[src/rtl/z16_instr_encoder.sv]
// Z16 instruction encoder: packs opcode/register/immediate fields into 16-bit words
// and streams them into instruction memory at consecutive addresses, halting on bad fields.
module z16_instr_encoder #(
   parameter int unsigned ADDR_W = 8
) (
   input  logic              i_clk,
   input  logic              i_rst_n,
   input  logic              i_start,
   input  logic [ADDR_W-1:0] i_base_addr,
   input  logic              i_finish,
   input  logic              i_valid,
   output logic              o_ready,
   input  logic [3:0]        i_opcode,
   input  logic [3:0]        i_rd_addr,
   input  logic [3:0]        i_rs1_addr,
   input  logic [3:0]        i_rs2_addr,
   input  logic [15:0]       i_imm,
   output logic              o_mem_wen,
   output logic [ADDR_W-1:0] o_mem_addr,
   output logic [15:0]       o_mem_wdata,
   input  logic              i_mem_ready,
   output logic              o_busy,
   output logic              o_done,
   output logic              o_err,
   output logic [1:0]        o_err_code,
   output logic [ADDR_W:0]   o_word_count
);

   localparam int unsigned CNT_W = ADDR_W + 1;

   localparam logic [1:0] ERR_NONE = 2'd0;
   localparam logic [1:0] ERR_IMM  = 2'd1;
   localparam logic [1:0] ERR_REG  = 2'd2;
   localparam logic [1:0] ERR_OP9  = 2'd3;

   typedef enum logic [2:0] {
      S_IDLE  = 3'd0,
      S_RUN   = 3'd1,
      S_DRAIN = 3'd2,
      S_DONE  = 3'd3,
      S_ERROR = 3'd4
   } state_t;

   state_t              r_state;
   logic                r_wen;
   logic [ADDR_W-1:0]   r_addr;
   logic [15:0]         r_wdata;
   logic [CNT_W-1:0]    r_count;
   logic [1:0]          r_err_code;
   logic                r_last_pend;

   logic [15:0]         w_enc;
   logic [1:0]          w_err_code;
   logic                w_is_op9;
   logic                w_is_imm4;
   logic                w_is_imm8;
   logic                w_is_ef;
   logic                w_imm4_ok;
   logic                w_imm8_ok;
   logic                w_wr_done;
   logic                w_accept;
   logic [ADDR_W-1:0]   w_acc_addr;
   logic                w_acc_last;

   // Opcode classes and signed-immediate range checks (upper bits must be pure sign).
   assign w_is_op9  = (i_opcode == 4'h9);
   assign w_is_imm4 = (i_opcode >= 4'hA) && (i_opcode <= 4'hD);
   assign w_is_ef   = (i_opcode == 4'hE) || (i_opcode == 4'hF);
   assign w_is_imm8 = w_is_op9 || w_is_ef;
   assign w_imm4_ok = (&i_imm[15:3]) || ~(|i_imm[15:3]);
   assign w_imm8_ok = (&i_imm[15:7]) || ~(|i_imm[15:7]);

   always_comb begin
      w_enc = {i_rs2_addr, i_rs1_addr, i_rd_addr, i_opcode};
      case (i_opcode)
         4'h9:              w_enc = {i_imm[7:0], i_rd_addr, i_opcode};
         4'hA, 4'hC, 4'hD:  w_enc = {i_imm[3:0], i_rs1_addr, i_rd_addr, i_opcode};
         4'hB:              w_enc = {i_rs2_addr, i_rs1_addr, i_imm[3:0], i_opcode};
         4'hE, 4'hF:        w_enc = {i_imm[7:0], i_rs2_addr[1:0], i_rs1_addr[1:0], i_opcode};
         default:           w_enc = {i_rs2_addr, i_rs1_addr, i_rd_addr, i_opcode};
      endcase
   end

   // First failing check wins: register range, then op9 aliasing, then immediate range.
   always_comb begin
      w_err_code = ERR_NONE;
      if (w_is_ef && ((i_rs1_addr[3:2] != 2'b00) || (i_rs2_addr[3:2] != 2'b00)))
         w_err_code = ERR_REG;
      else if (w_is_op9 && (i_rs1_addr != i_rd_addr))
         w_err_code = ERR_OP9;
      else if ((w_is_imm4 && !w_imm4_ok) || (w_is_imm8 && !w_imm8_ok))
         w_err_code = ERR_IMM;
   end

   assign o_ready   = (r_state == S_RUN) && !i_finish && (!r_wen || i_mem_ready) && !r_last_pend;
   assign w_accept  = i_valid && o_ready;
   assign w_wr_done = r_wen && i_mem_ready;

   // Address an accepted word lands on: a pending word vacates its slot in the same cycle.
   assign w_acc_addr = r_wen ? (r_addr + ADDR_W'(1)) : r_addr;
   assign w_acc_last = &w_acc_addr;

   always_ff @(posedge i_clk or negedge i_rst_n) begin
      if (!i_rst_n) begin
         r_state     <= S_IDLE;
         r_wen       <= 1'b0;
         r_addr      <= '0;
         r_wdata     <= '0;
         r_count     <= '0;
         r_err_code  <= ERR_NONE;
         r_last_pend <= 1'b0;
      end else begin
         if (w_wr_done) begin
            r_wen   <= 1'b0;
            r_addr  <= r_addr + ADDR_W'(1);
            r_count <= r_count + CNT_W'(1);
         end
         case (r_state)
            S_IDLE, S_DONE, S_ERROR: begin
               if (i_start) begin
                  r_state     <= S_RUN;
                  r_addr      <= i_base_addr;
                  r_count     <= '0;
                  r_err_code  <= ERR_NONE;
                  r_wen       <= 1'b0;
                  r_last_pend <= 1'b0;
               end
            end
            S_RUN: begin
               if (w_wr_done && r_last_pend) begin
                  r_state     <= S_DONE;
                  r_last_pend <= 1'b0;
               end else if (i_finish) begin
                  r_state <= S_DRAIN;
               end else if (w_accept) begin
                  if (w_err_code != ERR_NONE) begin
                     r_state    <= S_ERROR;
                     r_err_code <= w_err_code;
                  end else begin
                     r_wen   <= 1'b1;
                     r_wdata <= w_enc;
                     if (w_acc_last)
                        r_last_pend <= 1'b1;
                  end
               end
            end
            S_DRAIN: begin
               if (!r_wen || i_mem_ready) begin
                  r_state     <= S_DONE;
                  r_last_pend <= 1'b0;
               end
            end
            default: r_state <= S_IDLE;
         endcase
      end
   end

   assign o_mem_wen    = r_wen;
   assign o_mem_addr   = r_addr;
   assign o_mem_wdata  = r_wdata;
   assign o_word_count = r_count;
   assign o_err_code   = r_err_code;
   assign o_busy       = (r_state == S_RUN) || (r_state == S_DRAIN);
   assign o_done       = (r_state == S_DONE);
   assign o_err        = (r_state == S_ERROR);

endmodule
[config.mk]
export PLATFORM = sky130hd
export DESIGN_NAME = z16_instr_encoder
export DESIGN_NICKNAME = d
export VERILOG_FILES = /design/src/rtl/z16_instr_encoder.sv
export SDC_FILE = /design/constraint.sdc
export NUM_CORES = 1
export LEC_CHECK = 0
export CORE_ASPECT_RATIO = 0.9
export CORE_MARGIN = 10
export CORE_UTILIZATION = 51
export CTS_BUF_LIST = sky130_fd_sc_hd__clkbuf_8
export DETAILED_ROUTE_END_ITERATION = 6
export PLACE_DENSITY = 0.88
export SLEW_MARGIN = 10
export SYNTH_ARGS = -nofsm -noshare
export SYNTH_HDL_FRONTEND = slang
export SYNTH_SLANG_ARGS = --single-unit
export TNS_END_PERCENT = 30
[constraint.sdc]
create_clock -name i_clk -period 4 [get_ports i_clk]
set_input_delay 0.4 -clock i_clk [delete_from_list [all_inputs] [get_ports i_clk]]
set_output_delay 0.4 -clock i_clk [all_outputs]
set_load 0.01 [all_outputs]
==> results.sh, run 1 <==
export IMPL_setup_viol=0
export IMPL_die_area_um2=8280
export IMPL_final_min_clock_period_ns=2.63
export IMPL_root_buffer="clkbuf_8"
export IMPL_synthTopCellsByCount="dfrtp_1, nand2_1, o21ai_0, nor2_1"
export IMPL_final_setup_tns_ns=0
export IMPL_async_flop_share_pct=100
export IMPL_final_hold_violation_count=0
export IMPL_grt_max_degree=41
export IMPL_die_h_um=87.3
export IMPL_diodes=0
export IMPL_ys_top_cells_by_area="dfrtp_1, mux2_4, nand2_1"
export IMPL_synth_flop_cell="dfrtp_1"
export IMPL_drive_gt1_share_pct=10.5
export IMPL_synth_edff_count=0
export IMPL_vias_per_cell=5.72
export IMPL_wl_um=7210
export IMPL_drv_cap=0
export IMPL_holdBufCountCts=0
export IMPL_worstPathRequired_ns=4.19
export IMPL_slew_headroom_pct=38.8
export IMPL_critPathLaunchType="input pin"
export IMPL_grt_pass1_wl_um=11900
export IMPL_crit_family="buffers and inverters"
export IMPL_ys_warn_count=0
export IMPL_fmax_mhz=380
export IMPL_globalplace_congestion=0.879
export IMPL_antenna_left=0
export IMPL_place_detailed_hpwl_um=5600
export IMPL_grt_ovfl_total=0
export IMPL_critPathCaptureType="register"
export IMPL_core_region_area_um2=4860
export IMPL_grt_setup_unrepaired="false"
export IMPL_post_cts_resized=0
export IMPL_cts_tree="built"
export IMPL_p_leak_nw=1.39
export IMPL_final_area_um2=3550
export IMPL_synth_area_leader_cell="dfrtp_1"
export IMPL_grtUsageTotal_pct=17.7
export IMPL_synthesis_area_um2=2570
export IMPL_cts_setup_buffers=0
export IMPL_num_rows=24
export IMPL_cpMaxStageDelayCell="clkdlybuf4s50_1"
export IMPL_cp_max_fo=20
export IMPL_area_delta_synth_final_pct=38.2
export IMPL_ys_ff_latch=40
export IMPL_drv_slew=0
export IMPL_clk_insertion_delay_late_ns=0.30
export IMPL_worstMarginPinSlew_ns=0.918
export IMPL_path_class="input pin to register"
export IMPL_finClkSkew_ns=0.00806
export IMPL_synthCells=269
export IMPL_placed_area_um2=3440
export IMPL_cp_arrival_ns=2.82
export IMPL_cts_buffers=5
export IMPL_pin_count=86
export IMPL_num_vias=2381
export IMPL_drtIter0Drc=127
export IMPL_yosysMostFrequentCell="dfrtp_1"
export IMPL_cp_num_buf_inv=2
export IMPL_synth_distinct_cells=54
export IMPL_grt_pass1_vias=2400
export IMPL_fillerInstances=385
export IMPL_wl_per_cell_um=17.3
export IMPL_p_per_area_nw_per_um2=553
export IMPL_antenna_found_initial=0
export IMPL_ir_worst_vdd_mv=0.358
export IMPL_numPortBuffers=85
export IMPL_path_clk_slew_ns=0.09
export IMPL_final_nets=398
export IMPL_cts_sinks=40
export IMPL_drt_pre_antenna_iters=4
export IMPL_syn_num_nets=317
export IMPL_crit_chain="clkdlybuf4s50_1 > and2_4 > o21ai_2 > nor3b_2 > nor4_4 > buf_4 > mux2_2"
export IMPL_yosysTopAreaCellShare_pct=38.9
export IMPL_min_path_type="input pin to asynchronous set/reset pin"
export IMPL_ys_seq_area_share_pct=38.9
export IMPL_max_clock_path_buffers=2
export IMPL_cts_htree_levels=2
export IMPL_start_util_pct=52.8
export IMPL_drcViolationCount=0
export IMPL_power_total_mw=1.96
export IMPL_cp_slowest_stage_delay_ns=0.73
export IMPL_syn_avg_cell_area_um2=9.55
export IMPL_status="complete, no violations"
export IMPL_fp_dieW_um=94.8
export IMPL_finalCritPeriodShare_pct=65.7
[final cells by class]
class,instances,area (um^2),area share (%)
clock buffers,5,68.8,1.94
clock inverters,3,46.3,1.30
inverters,4,15.0,0.423
multi-input cells,213,1490,41.8
flip-flops and latches,40,1000,28.2
well taps,65,81.3,2.29
repair buffers,86,853,24.0
[through the flow]
| stage | std cells | worst slack [ns] | hold WS, ns | util, % |
|---|---|---|---|---|
| 4_1_cts | 416 | 1.37 | 0.247 | 73.0 |
| 3_5_place_dp | 408 | 1.05 | 0.500 | 70.7 |
| 3_3_place_gp | 408 | 1.11 | 0.499 | 70.7 |
| 6_report | 416 | 1.37 | 0.228 | 73.0 |
| 5_1_grt | 416 | 1.16 | 0.297 | 73.0 |
| 2_1_floorplan | 269 | 1.86 | 0.104 | - |
[state kept, by name, summed over array words and instances, names as in the netlist]
| name | flops |
|---|---|
| o_err_code | 2 |
| o_word_count | 9 |
| o_mem_addr | 8 |
| r_last_pend | 1 |
| r_state | 3 |
| o_mem_wen | 1 |
| o_mem_wdata | 16 |
[layer usage]
metal	share of wire (%)	GRT usage [%]	wire length (um)
met4	0.58	4.08	42
met3	10	7.16	737
met1	42	21.5	3030
met2	47	28.7	3410
met5	0	0	0
[cells by family (layout without fill, tap and decap cells)]
family / Yosys count / count (layout) / synth area share, %
adders and majority gates: 2 / 2 / 0.974
AOI/OAI and AO/OA: 63 / 63 / 16.3
muxes: 21 / 21 / 10.5
and+or+nand+nor: 107 / 107 / 23.3
DFF: 40 / 40 / 38.9
xor gates and xnor gates: 20 / 20 / 6.82
buffers and inverters: 16 / 98 / 3.21
[where the power goes]
group,internal (mW),switching [mW]
registers,0.549,0.153
logic,0.534,0.377
clock network,0.188,0.161
[layout by cell type (no fill, tap or decap), drive strengths merged, types with 5 or more instances in the layout]
cell type,Yosys,routed
a31oi,5,5
clkbuf,7,5
a21oi,10,10
nand2,35,35
a221oi,5,5
dfrtp,40,40
nand3,5,5
nor2,16,16
clkdlybuf4s50,0,84
inv,4,5
nand4,12,12
mux2,17,17
xor2,9,9
xnor2,11,11
o21ai,21,21
nor2b,8,8
[path summary, 6_finish.rpt]
path,start,to,slack [ns],cells past startpoint
setup / recovery,i_opcode[2],o_mem_wdata[4]$_DFFE_PN0P_,1.37,7
hold / removal,i_rst_n,o_mem_addr[1]$_DFF_PN0_,0.23,1
setup reg to reg,r_state[1]$_DFFE_PN0P_,o_mem_wdata[4]$_DFFE_PN0P_,1.83,5
hold reg to reg,o_mem_wdata[3]$_DFFE_PN0P_,o_mem_wdata[3]$_DFFE_PN0P_,0.51,1
max in group asynchronous,i_rst_n,o_mem_wdata[15]$_DFFE_PN0P_,3.20,1
min in group i_clk,o_mem_wdata[3]$_DFFE_PN0P_,o_mem_wdata[3]$_DFFE_PN0P_,0.51,1
No activity file was read; power rests on OpenSTA's default activity.
==> inputs of run 2 (changes only) <==
CORE_UTILIZATION = 48   (was 51)
PLACE_DENSITY = 0.83   (was 0.88)
clock period = 2.57 ns   (was 4 ns; I/O delays follow)
==> run 2 against run 1 <==
Compared with the run above:
- global-route usage shrank 0.31 points
- first-iteration DRC count up 20%
- setup slack worse by 1.0 ns
- combinational power rose by 59%
- worst hold slack worse by 0.14 ns
==> results.sh, run 2 (synthesis gave the netlist of run 1 again) <==
export IMPL_num_rows=25
export IMPL_pin_count=86
export IMPL_final_cell_mix="clkdlybuf4s50_1, dfrtp_1, nand2_1, o21ai_0, nor2_1"
export IMPL_max_clock_path_buffers=2
export IMPL_grt_setup_unrepaired="false"
export IMPL_drv_slew=0
export IMPL_final_nets=408
export IMPL_grt_pass1_wl_um=12700
export IMPL_globalplace_congestion=0.902
export IMPL_r2r_start="r_state[1]$_DFFE_PN0P_"
export IMPL_final_hold_violation_count=0
export IMPL_drt_pre_antenna_iters=4
export IMPL_num_vias=2401
export IMPL_drtIter0Drc=153
export IMPL_worstPathRequired_ns=2.31
export IMPL_grt_max_degree=41
export IMPL_finClkSkew_ns=0.00678
export IMPL_ir_worst_vdd_mv=0.623
export IMPL_drcViolationCount=0
export IMPL_grt_ovfl_total=0
export IMPL_grt_pass1_vias=2585
export IMPL_hold_slack_ns=0.0834
export IMPL_area_delta_synth_final_pct=42.2
export IMPL_placed_area_um2=3530
export IMPL_status="complete, no violations"
export IMPL_clk_insertion_delay_late_ns=0.29
export IMPL_holdBufCountCts=0
export IMPL_vias_per_cell=5.61
export IMPL_path_class="register to primary output"
export IMPL_core_region_area_um2=5220
export IMPL_slew_headroom_pct=40.7
export IMPL_largest_reg_flops=16
export IMPL_setup_viol=0
export IMPL_p_leak_nw=1.45
export IMPL_power_total_mw=3.13
export IMPL_register_area_um2=1000
export IMPL_cts_tree="built"
export IMPL_fmax_mhz=449
export IMPL_p_per_area_nw_per_um2=855
export IMPL_final_setup_tns_ns=0
export IMPL_antenna_left=0
export IMPL_multiInputGateArea_um2=1490
export IMPL_die_area_um2=8680
export IMPL_diodes=0
export IMPL_cts_sinks=40
export IMPL_wl_per_cell_um=17.6
export IMPL_cts_htree_levels=2
export IMPL_antenna_found_initial=0
export IMPL_numPortBuffers=85
export IMPL_fp_dieW_um=97.1
export IMPL_fillerInstances=418
export IMPL_grtUsageTotal_pct=17.4
export IMPL_final_area_um2=3650
export IMPL_root_buffer="clkbuf_8"
export IMPL_place_detailed_hpwl_um=5830
export IMPL_reg2reg_to="r_last_pend$_DFFE_PN0P_"
export IMPL_cts_buffers=5
export IMPL_final_min_clock_period_ns=2.23
export IMPL_critPathCaptureType="primary output"
export IMPL_cp_arrival_ns=1.97
export IMPL_drv_cap=0
export IMPL_drive_gt1_share_pct=13.0
export IMPL_cp_max_fo=8
export IMPL_ff2ff_setup_slack_ns=0.40
export IMPL_worstRegToRegCells=4
export IMPL_post_cts_resized=0
export IMPL_cts_setup_buffers=0
export IMPL_critPathLaunchType="register"
export IMPL_worstMarginPinSlew_ns=0.889
export IMPL_wl_um=7540
export IMPL_path_clk_slew_ns=0.08
export IMPL_min_path_type="input pin to asynchronous set/reset pin"
export IMPL_die_h_um=89.4
export IMPL_layout_commonest_cell="clkdlybuf4s50_1"
export IMPL_start_util_pct=49.2
export IMPL_finalCritPeriodShare_pct=86.7
==> run 2: metrics by stage <==
stage | std cells | setup slack, ns | utilization [%]
4_1_cts | 428 | 0.331 | 69.9
5_1_grt | 428 | 0.219 | 69.9
3_3_place_gp | 420 | 0.165 | 67.5
3_5_place_dp | 420 | 0.0966 | 67.5
6_report | 428 | 0.342 | 69.9
2_1_floorplan | 269 | 0.471 | -
==> run 2: cell type report <==
| class | count | area share (%) |
|---|---|---|
| multi-input combinational | 213 | 40.7 |
| sequential | 40 | 27.4 |
| timing repair buffer | 96 | 25.8 |
| clock buffer | 7 | 2.64 |
| tap | 67 | 2.29 |
| clock inverter | 1 | 0.822 |
| inverter | 4 | 0.411 |
==> run 2: power by group <==
group	switching (mW)	leakage, nW	internal (mW)
Clock	0.226	0.0645	0.343
Sequential	0.246	0.511	0.855
Combinational	0.602	0.879	0.853
Total	1.07	1.45	2.05
==> run 2: worst max path at each step <==
stage	start	endpoint	slack [ns]	depth (start not counted)
3_3_place_gp	i_imm[3]	o_mem_wdata[2]$_DFFE_PN0P_	0.17	7
4_1_cts	r_state[0]$_DFFE_PN0P_	o_ready	0.33	3
2_1_floorplan	r_state[1]$_DFFE_PN0P_	o_mem_wdata[10]$_DFFE_PN0P_	0.47	6
5_1_grt	i_imm[3]	r_last_pend$_DFFE_PN0P_	0.22	6
6_report	r_state[1]$_DFFE_PN0P_	o_ready	0.34	3
3_5_place_dp	i_imm[3]	o_mem_wdata[5]$_DFFE_PN0P_	0.1	7
==> run 2: layer usage <==
layer  vias to the layer above  routed length (um)  global-route usage (%)
met4                         0                  71                    3.88
met2                        82                3790                    30.8
met5                         -                   0                       0
li1                       1169                   -                       -
met3                         7                 537                    5.95
met1                      1143                3150                    20.0
==> run 2: critical path, stage by stage (launching register included) <==
cell             delay [ns]
dfrtp_1                0.48
nor3b_2                0.43
and3_1                 0.23
clkdlybuf4s50_1        0.53
==> inputs of run 3 (changes only) <==
CELL_PAD_IN_SITES_DETAIL_PLACEMENT = 1   (was default)
CELL_PAD_IN_SITES_GLOBAL_PLACEMENT = 1   (was default)
CORE_UTILIZATION = 35   (was 48)
PLACE_DENSITY = default   (was 0.83)
PLACE_DENSITY_LB_ADDON = 0.1   (was default)
==> run 3 against run 2 <==
Compared with the run above:
- combinational power about the same
- setup slack better by 0.048 ns
- wire length grew 6.4%
- die area up 29%
- design area decreased by 0.17%
- highest routed layer unchanged
- clock power shrank 28%
- worst hold slack improved by 0.019 ns
- via count is 0.58% higher
- non-clock buffer count stayed put
- critical path depth unchanged
- core utilization fell by 19 points
- clock-buffer cell count is 2 lower
- critical path type unchanged
==> results.sh, run 3 (synthesis gave the netlist of run 1 again) <==
export IMPL_root_buffer="clkbuf_8"
export IMPL_drcViolationCount=0
export IMPL_holdBufCountCts=0
export IMPL_core_region_area_um2=7110
export IMPL_wl_per_cell_um=17.7
export IMPL_grt_max_degree=41
export IMPL_cts_buffers=5
export IMPL_vias_per_cell=5.32
export IMPL_largest_reg_flops=16
export IMPL_die_h_um=101
export IMPL_drtIter0Drc=67
export IMPL_fmax_mhz=459
export IMPL_drt_pre_antenna_iters=4
export IMPL_place_detailed_hpwl_um=6510
export IMPL_fp_dieW_um=110
export IMPL_cts_sinks=40
export IMPL_path_clk_slew_ns=0.08
export IMPL_drv_cap=0
export IMPL_antenna_left=0
export IMPL_final_cell_mix="clkdlybuf4s50_1, dfrtp_1, nand2_1, o21ai_0, nor2_1"
export IMPL_grt_ovfl_total=0
export IMPL_crit_chain="nor3b_2 > and3_1 > clkdlybuf4s50_1"
export IMPL_path_class="register to primary output"
export IMPL_min_path_type="input pin to asynchronous set/reset pin"
export IMPL_num_rows=29
export IMPL_final_setup_tns_ns=0
export IMPL_worstMarginPinSlew_ns=0.931
export IMPL_cpMaxStageDelayCell="clkdlybuf4s50_1"
export IMPL_antenna_found_initial=0
export IMPL_cp_max_fo=8
export IMPL_final_hold_violation_count=0
export IMPL_p_per_area_nw_per_um2=811
export IMPL_placed_area_um2=3560
export IMPL_grtUsageTotal_pct=14.4
export IMPL_slew_headroom_pct=37.9
export IMPL_ir_worst_vdd_mv=0.470
export IMPL_globalplace_congestion=0.835
export IMPL_grt_pass1_wl_um=13000
export IMPL_grt_pass1_vias=2540
export IMPL_area_delta_synth_final_pct=41.9
export IMPL_final_nets=408
export IMPL_drive_gt1_share_pct=13.0
export IMPL_grt_setup_unrepaired="false"
export IMPL_fillerInstances=845
export IMPL_crit_family="simple AND/OR/NAND/NOR gates"
export IMPL_diodes=0
export IMPL_pin_count=86
export IMPL_drv_slew=0
export IMPL_cts_setup_buffers=0
export IMPL_cp_num_buf_inv=1
export IMPL_wl_um=8030
export IMPL_finalCritPeriodShare_pct=84.8
export IMPL_cp_slowest_stage_delay_ns=0.54
export IMPL_die_area_um2=11200
export IMPL_layout_commonest_cell="clkdlybuf4s50_1"
export IMPL_final_min_clock_period_ns=2.18
export IMPL_cts_tree="built"
export IMPL_critPathCaptureType="primary output"
export IMPL_post_cts_resized=0
export IMPL_start_util_pct=36.1
export IMPL_num_vias=2415
export IMPL_p_leak_nw=1.44
export IMPL_setup_viol=0
export IMPL_cp_arrival_ns=1.92
export IMPL_max_clock_path_buffers=2
export IMPL_finClkSkew_ns=0.0127
export IMPL_clk_insertion_delay_late_ns=0.29
export IMPL_numPortBuffers=85
export IMPL_worstPathRequired_ns=2.31
export IMPL_cts_htree_levels=2
export IMPL_status="complete, no violations"
export IMPL_final_area_um2=3650
export IMPL_critPathLaunchType="register"
run 3: cell types whose count changed in the layout (fill, tap and decap cells not counted), sizes merged:
| cell | change |
|---|---|
| bufinv | -1 |
| clkbuf | -2 |
| clkinv | +3 |
run 3: per-stage QoR:
step | setup WS (ns) | utilization (%) | instances | hold slack [ns] | total power, mW
6_report | 0.390 | 51.3 | 454 | 0.102 | 2.96
3_3_place_gp | 0.169 | 50.1 | 446 | 0.451 | 2.56
2_1_floorplan | 0.471 | - | 269 | -0.0386 | 1.81
4_1_cts | 0.366 | 51.3 | 454 | 0.128 | 3.02
5_1_grt | 0.230 | 51.3 | 454 | 0.161 | 3.20
3_5_place_dp | 0.136 | 50.1 | 446 | 0.439 | 2.59
run 3: cell type report:
type	instances	area [um^2]	area share [%]
Multi-Input combinational cell	213	1490	40.8
Sequential cell	40	1000	27.4
Timing Repair Buffer	96	941	25.8
Tap cell	93	116	3.19
Clock buffer	5	68.8	1.89
Clock inverter	3	18.8	0.515
Inverter	4	15.0	0.412
run 3: worst paths after layout:
| path | start | to | slack [ns] | cells past startpoint |
|---|---|---|---|---|
| max | r_state[1]$_DFFE_PN0P_ | o_ready | 0.39 | 3 |
| min | i_rst_n | o_err_code[1]$_DFFE_PN0P_ | 0.10 | 1 |
| max reg2reg | r_state[1]$_DFFE_PN0P_ | r_last_pend$_DFFE_PN0P_ | 0.44 | 4 |
| min reg2reg | o_mem_wdata[0]$_DFFE_PN0P_ | o_mem_wdata[0]$_DFFE_PN0P_ | 0.51 | 1 |
| max in group asynchronous | i_rst_n | o_mem_wdata[12]$_DFFE_PN0P_ | 1.89 | 1 |
| min in group i_clk | o_mem_wdata[0]$_DFFE_PN0P_ | o_mem_wdata[0]$_DFFE_PN0P_ | 0.51 | 1 |
run 3: power breakdown:
group / total [mW] / internal (mW) / leakage, nW / switching (mW)
Combinational: 1.45 / 0.853 / 0.879 / 0.602
Clock: 0.412 / 0.189 / 0.0479 / 0.223
Sequential: 1.09 / 0.855 / 0.511 / 0.237
run 3: worst register-to-register path: stages, from the launching register on:
cell and delay, ns:
dfrtp_1 0.47, nor3b_2 0.41, nand4_4 0.25, or4_1 0.55, a221oi_1 0.33
run 3: metal layers:
| layer | GRT usage [%] | wire, um | vias up |
|---|---|---|---|
| li1 | - | - | 1176 |
| met1 | 17.7 | 3460 | 1184 |
| met2 | 24.6 | 3970 | 49 |
| met3 | 4.44 | 540 | 6 |
| met4 | 2.17 | 57 | 0 |
| met5 | 0 | 0 | - |
